$ cat config.mk
export PLATFORM = sky130hd
export DESIGN_NAME = expr_sched
export DESIGN_NICKNAME = d
export VERILOG_FILES = /design/src/rtl/expr_sched.sv
export SDC_FILE = /design/constraint.sdc
export NUM_CORES = 2
export LEC_CHECK = 0
export BUFFER_PORTS_ARGS = -buffer_cell sky130_fd_sc_hd__buf_4
export CAP_MARGIN = 20
export CORE_MARGIN = 2
export CORE_UTILIZATION = 51
export CTS_CLUSTER_SIZE = 28
export DETAILED_ROUTE_END_ITERATION = 12
export GPL_TIMING_DRIVEN = 0
export PLACE_DENSITY = 0.7
export SYNTH_ARGS = -nofsm -noshare
export SYNTH_HDL_FRONTEND = slang
export SYNTH_SLANG_ARGS = --single-unit
$ cat constraint.sdc
create_clock -name clk -period 11.5 [get_ports clk]
set_input_delay 2.3 -clock clk [delete_from_list [all_inputs] [get_ports clk]]
set_output_delay 2.3 -clock clk [all_outputs]
set_load 0.1 [all_outputs]
$ cat src/rtl/expr_sched.sv
// expr_sched: six-output arithmetic group evaluated over a 14-step shared
// MUL/ADD schedule. Optional abort port pair under EXPR_SCHED_ABORT_EN.
module expr_sched #(
  parameter int WIDTH = 32
) (
  input  logic             clk,
  input  logic             rst_n,
  input  logic             start,
  input  logic [WIDTH-1:0] x,
  input  logic [WIDTH-1:0] y,
  input  logic [WIDTH-1:0] z,
  input  logic [WIDTH-1:0] p,
  input  logic [WIDTH-1:0] q,
  input  logic [WIDTH-1:0] r,
  input  logic [WIDTH-1:0] s,
  input  logic [WIDTH-1:0] t,
`ifdef EXPR_SCHED_ABORT_EN
  input  logic             abort,
  output logic             aborted,
`endif
  output logic             ready,
  output logic             busy,
  output logic             done,
  output logic [WIDTH-1:0] out1,
  output logic [WIDTH-1:0] out2,
  output logic [WIDTH-1:0] out3,
  output logic [WIDTH-1:0] out4,
  output logic [WIDTH-1:0] out5,
  output logic [WIDTH-1:0] out6
);

  typedef enum logic [4:0] {
    IDLE, S1, S2, S3, S4, S5, S6, S7,
    S8, S9, S10, S11, S12, S13, S14, DONE
  } state_t;

  state_t state, nxt;

  logic [WIDTH-1:0] cx, cy, cz, cp, cq, cr, cs, ct;
  logic [WIDTH-1:0] xy, zp, qr, ta, tb, tc;
  logic [WIDTH-1:0] r1, r2, r4, r5, r6;

  logic [WIDTH-1:0] ma, mb, aa, ab;
  logic             sub;
  logic [WIDTH-1:0] mres, ares;
  logic             kill;

  assign ready = (state == IDLE) || (state == DONE);
  assign busy  = ~ready;
  assign done  = (state == DONE);

`ifdef EXPR_SCHED_ABORT_EN
  assign kill = abort & busy;
`else
  assign kill = 1'b0;
`endif

  assign mres = ma * mb;
  assign ares = sub ? aa - ab : aa + ab;

  // state register
  always_ff @(posedge clk or negedge rst_n) begin
    if (!rst_n) state <= IDLE;
    else        state <= nxt;
  end

  // next-state: accept in IDLE/DONE, abort kills, else step forward
  always_comb begin
    nxt = state;
    unique case (1'b1)
      ready:   nxt = start ? S1 : IDLE;
      kill:    nxt = IDLE;
      default: nxt = state_t'(state + 5'd1);
    endcase
  end

  // operand steering for the shared multiplier and adder
  always_comb begin
    ma  = '0;
    mb  = '0;
    aa  = '0;
    ab  = '0;
    sub = 1'b0;
    case (state)
      S1:  begin ma = cx; mb = cy; aa = cz; ab = cp; end
      S2:  begin aa = cq; ab = cr; sub = 1'b1; end
      S3:  begin ma = zp; mb = qr; aa = xy; ab = zp; end
      S4:  begin aa = xy; ab = cq; end
      S5:  begin aa = cp; ab = cx; end
      S6:  begin ma = ta; mb = tb; aa = cx; ab = cy; end
      S7:  begin aa = tc; ab = cp; end
      S8:  begin ma = tc; mb = qr; aa = cr; ab = cp; end
      S9:  begin aa = ta; ab = cx; end
      S10: begin aa = xy; ab = cp; end
      S11: begin aa = tb; ab = ta; sub = 1'b1; end
      S12: begin aa = cy; ab = cs; end
      S13: begin aa = ta; ab = cx; end
      S14: begin aa = ta; ab = ct; end
      default: ;
    endcase
  end

  // operand capture on the accepting edge only
  always_ff @(posedge clk or negedge rst_n) begin
    if (!rst_n) begin
      {cx, cy, cz, cp} <= '0;
      {cq, cr, cs, ct} <= '0;
    end else if (start && ready) begin
      cx <= x; cy <= y; cz <= z; cp <= p;
      cq <= q; cr <= r; cs <= s; ct <= t;
    end
  end

  // temp and partial-result writeback per step
  always_ff @(posedge clk or negedge rst_n) begin
    if (!rst_n) begin
      {xy, zp, qr, ta, tb, tc} <= '0;
      {r1, r2, r4, r5, r6} <= '0;
    end else begin
      case (state)
        S1:  begin xy <= mres; zp <= ares; end
        S2:  qr <= ares;
        S3:  begin r2 <= mres; r1 <= ares; end
        S4:  ta <= ares;
        S5:  tb <= ares;
        S6:  begin r4 <= mres; tc <= ares; end
        S7:  tc <= ares;
        S8:  begin r6 <= mres; ta <= ares; end
        S9:  ta <= ares;
        S10: tb <= ares;
        S11: r5 <= ares;
        S12: ta <= ares;
        S13: ta <= ares;
        default: ;
      endcase
    end
  end

  // all six outputs commit together; r3 comes straight off the adder
  always_ff @(posedge clk or negedge rst_n) begin
    if (!rst_n) begin
      {out1, out2, out3} <= '0;
      {out4, out5, out6} <= '0;
    end else if (state == S14 && !kill) begin
      out1 <= r1;
      out2 <= r2;
      out3 <= ares;
      out4 <= r4;
      out5 <= r5;
      out6 <= r6;
    end
  end

`ifdef EXPR_SCHED_ABORT_EN
  // one-cycle flag after a busy job is killed
  always_ff @(posedge clk or negedge rst_n) begin
    if (!rst_n) aborted <= 1'b0;
    else        aborted <= kill;
  end
`endif

endmodule

# ---- After elaboration in Yosys (flattened, before gate mapping)
# Index checks and enable logic that the tools add are counted.
dict set report word_totals {
  input_bits 259
  wordCells 66
  output_inout_bits 195
  register_bits 805
}
dict set report classes {
  reduce_logical 12
  n_bitwise 1
  eq_ne 15
  n_mul 1
  mux 8
  n_addsub 3
}
# op n
set op_table {}
lappend op_table {{32-bit one-hot mux with 10 select lines} 1}
lappend op_table {{32-bit one-hot mux with 9 select lines} 1}
lappend op_table {{32-bit one-hot mux with 4 select lines} 1}
lappend op_table {{32-bit one-hot mux with 3 select lines} 1}
lappend op_table {{5-bit by 4-bit equality test with 1-bit output (second input constant)} 8}
lappend op_table {{32-bit adder} 1}
lappend op_table {{32-bit by 32-bit multiplier with 32-bit output} 1}
lappend op_table {{32-bit two-way mux} 1}
lappend op_table {{32-bit subtractor} 1}
lappend op_table {{5-bit by 3-bit equality test with 1-bit output (second input constant)} 4}
lappend op_table {{5-bit by 2-bit equality test with 1-bit output (second input constant)} 2}
lappend op_table {{3-bit OR reduction} 3}
lappend op_table {{2-bit OR reduction} 4}
lappend op_table {{5-bit by 1-bit adder with 5-bit output (second input constant)} 1}
lappend op_table {{5-bit by 1-bit equality test with 1-bit output (second input constant)} 1}
lappend op_table {{5-bit logical NOT} 1}
lappend op_table {{5-bit two-way mux} 1}
lappend op_table {{5-bit OR reduction} 1}
lappend op_table {{4-bit OR reduction} 1}
lappend op_table {{1-bit two-way mux} 2}
lappend op_table {{1-bit logical AND} 1}
lappend op_table {{1-bit logical OR} 1}
lappend op_table {{1-bit NOT} 1}

# ---- Depth between registers and ports, before layout
dict set report depth {
  depth_word 5
  ltp_mapped 40
  mapped_depth_nobuf 34
}

# ---- Worst setup path before layout
# OpenSTA, ideal clock, no wires.
dict set report synth_path {
  path_type {register to register}
  startpoint {register state[0]}
  endpoint {register r6[29]}
  period_less_slack_ps 8811
  path_buffers 5
  stages_incl_launch_ff 35
  t_required_ps 11366
  setup_slack_ps 2689
  arrival_ps 8677
  setup_time_ps 134
  cell_sequence {dfrtp_1 > ha_1 > or4b_1 > buf_4 > nand2_4 > buf_4 > buf_4 > clkbuf_1 > buf_1 > nand2_1 > nand2_1 > nand2_1 > fa_1 > fa_1 > inv_1 > fa_1 > inv_1 > fa_1 > inv_1 > fa_1 > fa_1 > fa_1 > fa_1 > ha_1 > and3_1 > and2_1 > a21oi_1 > nand2_1 > a221o_1 > nor3_1 > a31oi_1 > a21o_1 > a21oi_1 > xor2_1 > o21ai_0}
}
dict set report synth_between {
  elab_chain_len 4
  word_cells_on_any_way 8
  cone_classes {mul (1); eq/ne (4); mux (2); reduce/logical (1)}
}
# element line
set synth_lines {}
lappend synth_lines {{start: declaration} 37} ;# state_t state, nxt;
lappend synth_lines {{start signal: assignment} 64} ;# else state <= nxt;
lappend synth_lines {{5-bit by 4-bit equality test with 1-bit output or 5-bit by 2-bit equality test with 1-bit output (tied branches)} {84, 120}}
lappend synth_lines {{2-bit OR reduction (no source line)} n/a}
lappend synth_lines {{32-bit one-hot mux with 3 select lines} 84} ;# case (state)
lappend synth_lines {{32-bit by 32-bit multiplier with 32-bit output} 58} ;# assign mres = ma * mb;
lappend synth_lines {{end signal: assignment} 128} ;# S8: begin r6 <= mres; ta <= ares; end
lappend synth_lines {{end: declaration} 41} ;# logic [WIDTH-1:0] r1, r2, r4, r5, r6;
# Parallel ways exist; a longest one is shown, timed or not.
# A chain may end at the register's enable or synchronous reset.

# ---- Final worst setup path
dict set report layout_path {
  startpoint {register state[1]}
  endpoint {register xy[29]}
}
dict set report layout_between {
  elab_chain_len 4
  word_cells_on_any_way 8
  cone_classes {mul (1); eq/ne (4); mux (2); reduce/logical (1)}
}
# element line
set layout_lines {}
lappend layout_lines {{5-bit by 4-bit equality test with 1-bit output or 5-bit by 2-bit equality test with 1-bit output (tied branches)} 84}
lappend layout_lines {{2-bit OR reduction (no source line)} n/a}
lappend layout_lines {{32-bit one-hot mux with 3 select lines} 84}
lappend layout_lines {{32-bit by 32-bit multiplier with 32-bit output} 58}
lappend layout_lines {{end signal: assignment} 121} ;# S1: begin xy <= mres; zp <= ares; end
lappend layout_lines {{end: declaration} 40} ;# logic [WIDTH-1:0] xy, zp, qr, ta, tb, tc;
# Parallel ways exist; a longest one is shown, timed or not.

==> results.md <==
* Post-Syn Area per Cell at 9.555 um2
* Layout Skew at 74.41 ps
* Area after DPL at 57410 um2
* Vias in the first global route at 44410
* Antenna viol nets, final at 0
* Root buffer cell: clkbuf_16
* CTS tree: yes
* CTS buffer count at 89
* Synthesized area at 51660 um2
* Worst-path fanout max at 10
* Met2 wire length at 97430 um
* First-pass GRT wire length at 311400 um
* FF-to-FF End: xy[29]$_DFFE_PN0N_
* DP HPWL at 176000 um
* R2r startpoint: state[1]$_DFF_PN0_
* Setup crit end kind: flip-flop
* Initial antenna violation count at 7
* Critical path startpoint category: flip-flop
* Commonest cells after routing, fill and taps aside: nand2_1 (1332), dfrtp_1 (805), inv_1 (484)
* Post-layout nets at 6819
* Hold buffers post-CTS at 0
* Worst skew pair latency at 720 ps
* Asr flop ratio synth at 1.000
* R2R cell count at 33
* Most common cell after layout, fill and taps aside: nand2_1
* DIE WIDTH at 322.3 um
* Period Utilization, post-route at 0.9760
* Max cap viols at 0
* Largest net degree at the start of global routing at 122
* Max Fclk at 0.08909 GHz
* Most common cell on crit path: fa_1
* Seq/Total Area, Yosys at 0.3899
* Std cell rows at 116
* Syn_nets at 6235
* RSZ-0062 raised after global routing: no
* Critical path class: reg -> reg
* Port bufs at 453
* # setup viols final at 0
* YS warnings at 0
* Hold WC Path Type: reg -> reg
* Top_reg_cell synth: dfrtp_1
* Total core area at 100300 um2
* Hold EP: out6[28]$_DFFE_PN0N_
* Via count at 45230
* Die footprint at 103900 um2
* DR WL met3 at 23090 um
* DRC violations left at 0
* # IOs at 454
* Initial Util at 0.5151
* Die Ht at 322.3 um
* Final Slew Violations at 0
* CTS clock-pin slew for the worst setup and hold paths at 60 ps
* Slew headroom at 0.07194
* Placed cells at 7253
* Final hold violations at 0
* Layout cell share with drive strength beyond 1 at 0.1660
* GRT Resource Usage Total at 0.4221
* Reg-to-reg slack, setup at 280 ps
* Slew @ Worst Pin at 1392 ps
* Via density at 6.092
* WL/cell at 29.52 um
* Unique cell type count in the Yosys netlist at 83
* Syn-to-layout area delta at 17.41%
* Worst hold stages at 2
* # fillers at 8650
* Placer Congestion at 1.057
* Final Non-Filler Cells at 7424
* Drt initial violations at 5906
* Highest layer used for signal routing: met5
* Mapped Cells at 5407
* Slowest stage cell, crit path: nand2_1
* Sequential Area at 20140 um2
* Area of the multi-input gates at 28550 um2
* Final min period at 11220 ps
* Pre-Repair DR Iteration Count at 8
* Post-synth EDFFs at 0
* Clock Tree Buf Depth at 3
* Hold_ws at 454.8 ps
* Largest stage delay on the critical path at 590 ps
* H-tree levels at 3
* Wl on met1 at 84560 um
* Hold path start: r6[28]$_DFFE_PN0N_
* Worst path arrival time at 11750 ps
* Worst Path Required at 12020 ps
* Clock sink count at 805
* Fin Setup TNS at 0 ps
* GRT Residual Overflow at 0
* Status: complete, no violations
* Fin area at 60660 um2
* Routed wire length at 219100 um
* Yosys reg bits at 805
[area by class of cell]
class                           instances  share of cell area
Sequential cell                       805              0.3321
Buffer                                303             0.02145
Multi-Input combinational cell       3812              0.4707
Timing Repair Buffer                  496             0.06541
Clock buffer                          126             0.04231
Antenna cell                            5           0.0002063
Clock inverter                         36            0.009901
Tap cell                             1357             0.02799
Inverter                              484             0.02995
[critical path, delay by kind of cell, from the launching register on]
kind	cells	cell delay, ps
buf+inv	8	2100
flops	1	420
xor+xnor	1	540
simple gates	7	1960
compound gates	7	1620
fa+ha+maj	10	4370
[through the flow]
stage                       util  worst slack (ps)
after detailed placement  0.5725            -225.4
after CTS                 0.6041             79.63
after global routing      0.6047             70.38
after global placement    0.5660             -1072
final                     0.6048             275.6
after floorplan                -              2689
[synthesized netlist by cell type (11+ instances only)]
cell type	n	area share
clkbuf_1	239	0.017
and3_1	18	0.0022
nor2_1	332	0.024
and2_1	23	0.0028
mux2_2	258	0.056
a22o_1	20	0.0034
buf_1	17	0.0012
xnor2_1	91	0.015
o21ai_1	12	0.0012
mux2i_1	27	0.0052
a21oi_1	99	0.0096
and4_1	12	0.0020
fa_1	409	0.16
or2_2	11	0.0013
ha_1	160	0.039
a222oi_1	54	0.010
nand3_1	67	0.0065
nand2_1	1332	0.097
buf_2	30	0.0029
a32oi_1	11	0.0019
nor2b_1	20	0.0024
inv_1	484	0.035
nand4_1	14	0.0017
a221o_1	11	0.0021
o21ai_0	391	0.038
xor2_1	52	0.0088
a221oi_1	43	0.0073
nand2b_1	11	0.0013
a21o_1	45	0.0065
buf_6	12	0.0026
dfrtp_1	805	0.39
a22oi_1	152	0.022
[kinds of logic after synthesis]
| group | share of synthesized area |
|---|---|
| AO/OA/AOI/OAI | 0.1176 |
| multiplexers | 0.06169 |
| adder cells (fa/ha/maj) | 0.1972 |
| buffers and inverters | 0.06045 |
| flip-flops | 0.3899 |
| XOR/XNOR | 0.02468 |
| AND/OR/NAND/NOR | 0.1484 |
[worst max-delay path by stage]
stage	startpoint	to	slack, ps	cells after the start
after floorplan	state[0]$_DFF_PN0_	r6[29]$_DFFE_PN0N_	2690	34
after global placement	rst_n	qr[19]$_DFFE_PN0N_	-1070	1
after detailed placement	state[0]$_DFF_PN0_	xy[29]$_DFFE_PN0N_	-230	32
after CTS	state[0]$_DFF_PN0_	xy[29]$_DFFE_PN0N_	80	34
after global routing	state[0]$_DFF_PN0_	r4[30]$_DFFE_PN0N_	70	36
final	state[1]$_DFF_PN0_	xy[29]$_DFFE_PN0N_	280	33
[per-layer routing]
metal | global-route usage | up-vias
li1 | - | 18944
met1 | 0.5559 | 22911
met2 | 0.6474 | 2749
met3 | 0.1054 | 622
met4 | 0.2218 | 4
met5 | 0 | -
[timing repair]
item | 4_1_cts | 5_1_grt
setup buffers | 1 | 2
resized for setup | 2 | 5
setup endpoints to repair | 15 | 33
Power is left out: the tool's default activity adds up to more than one toggle a clock period on the data nets, which glitch-free logic cannot reach.
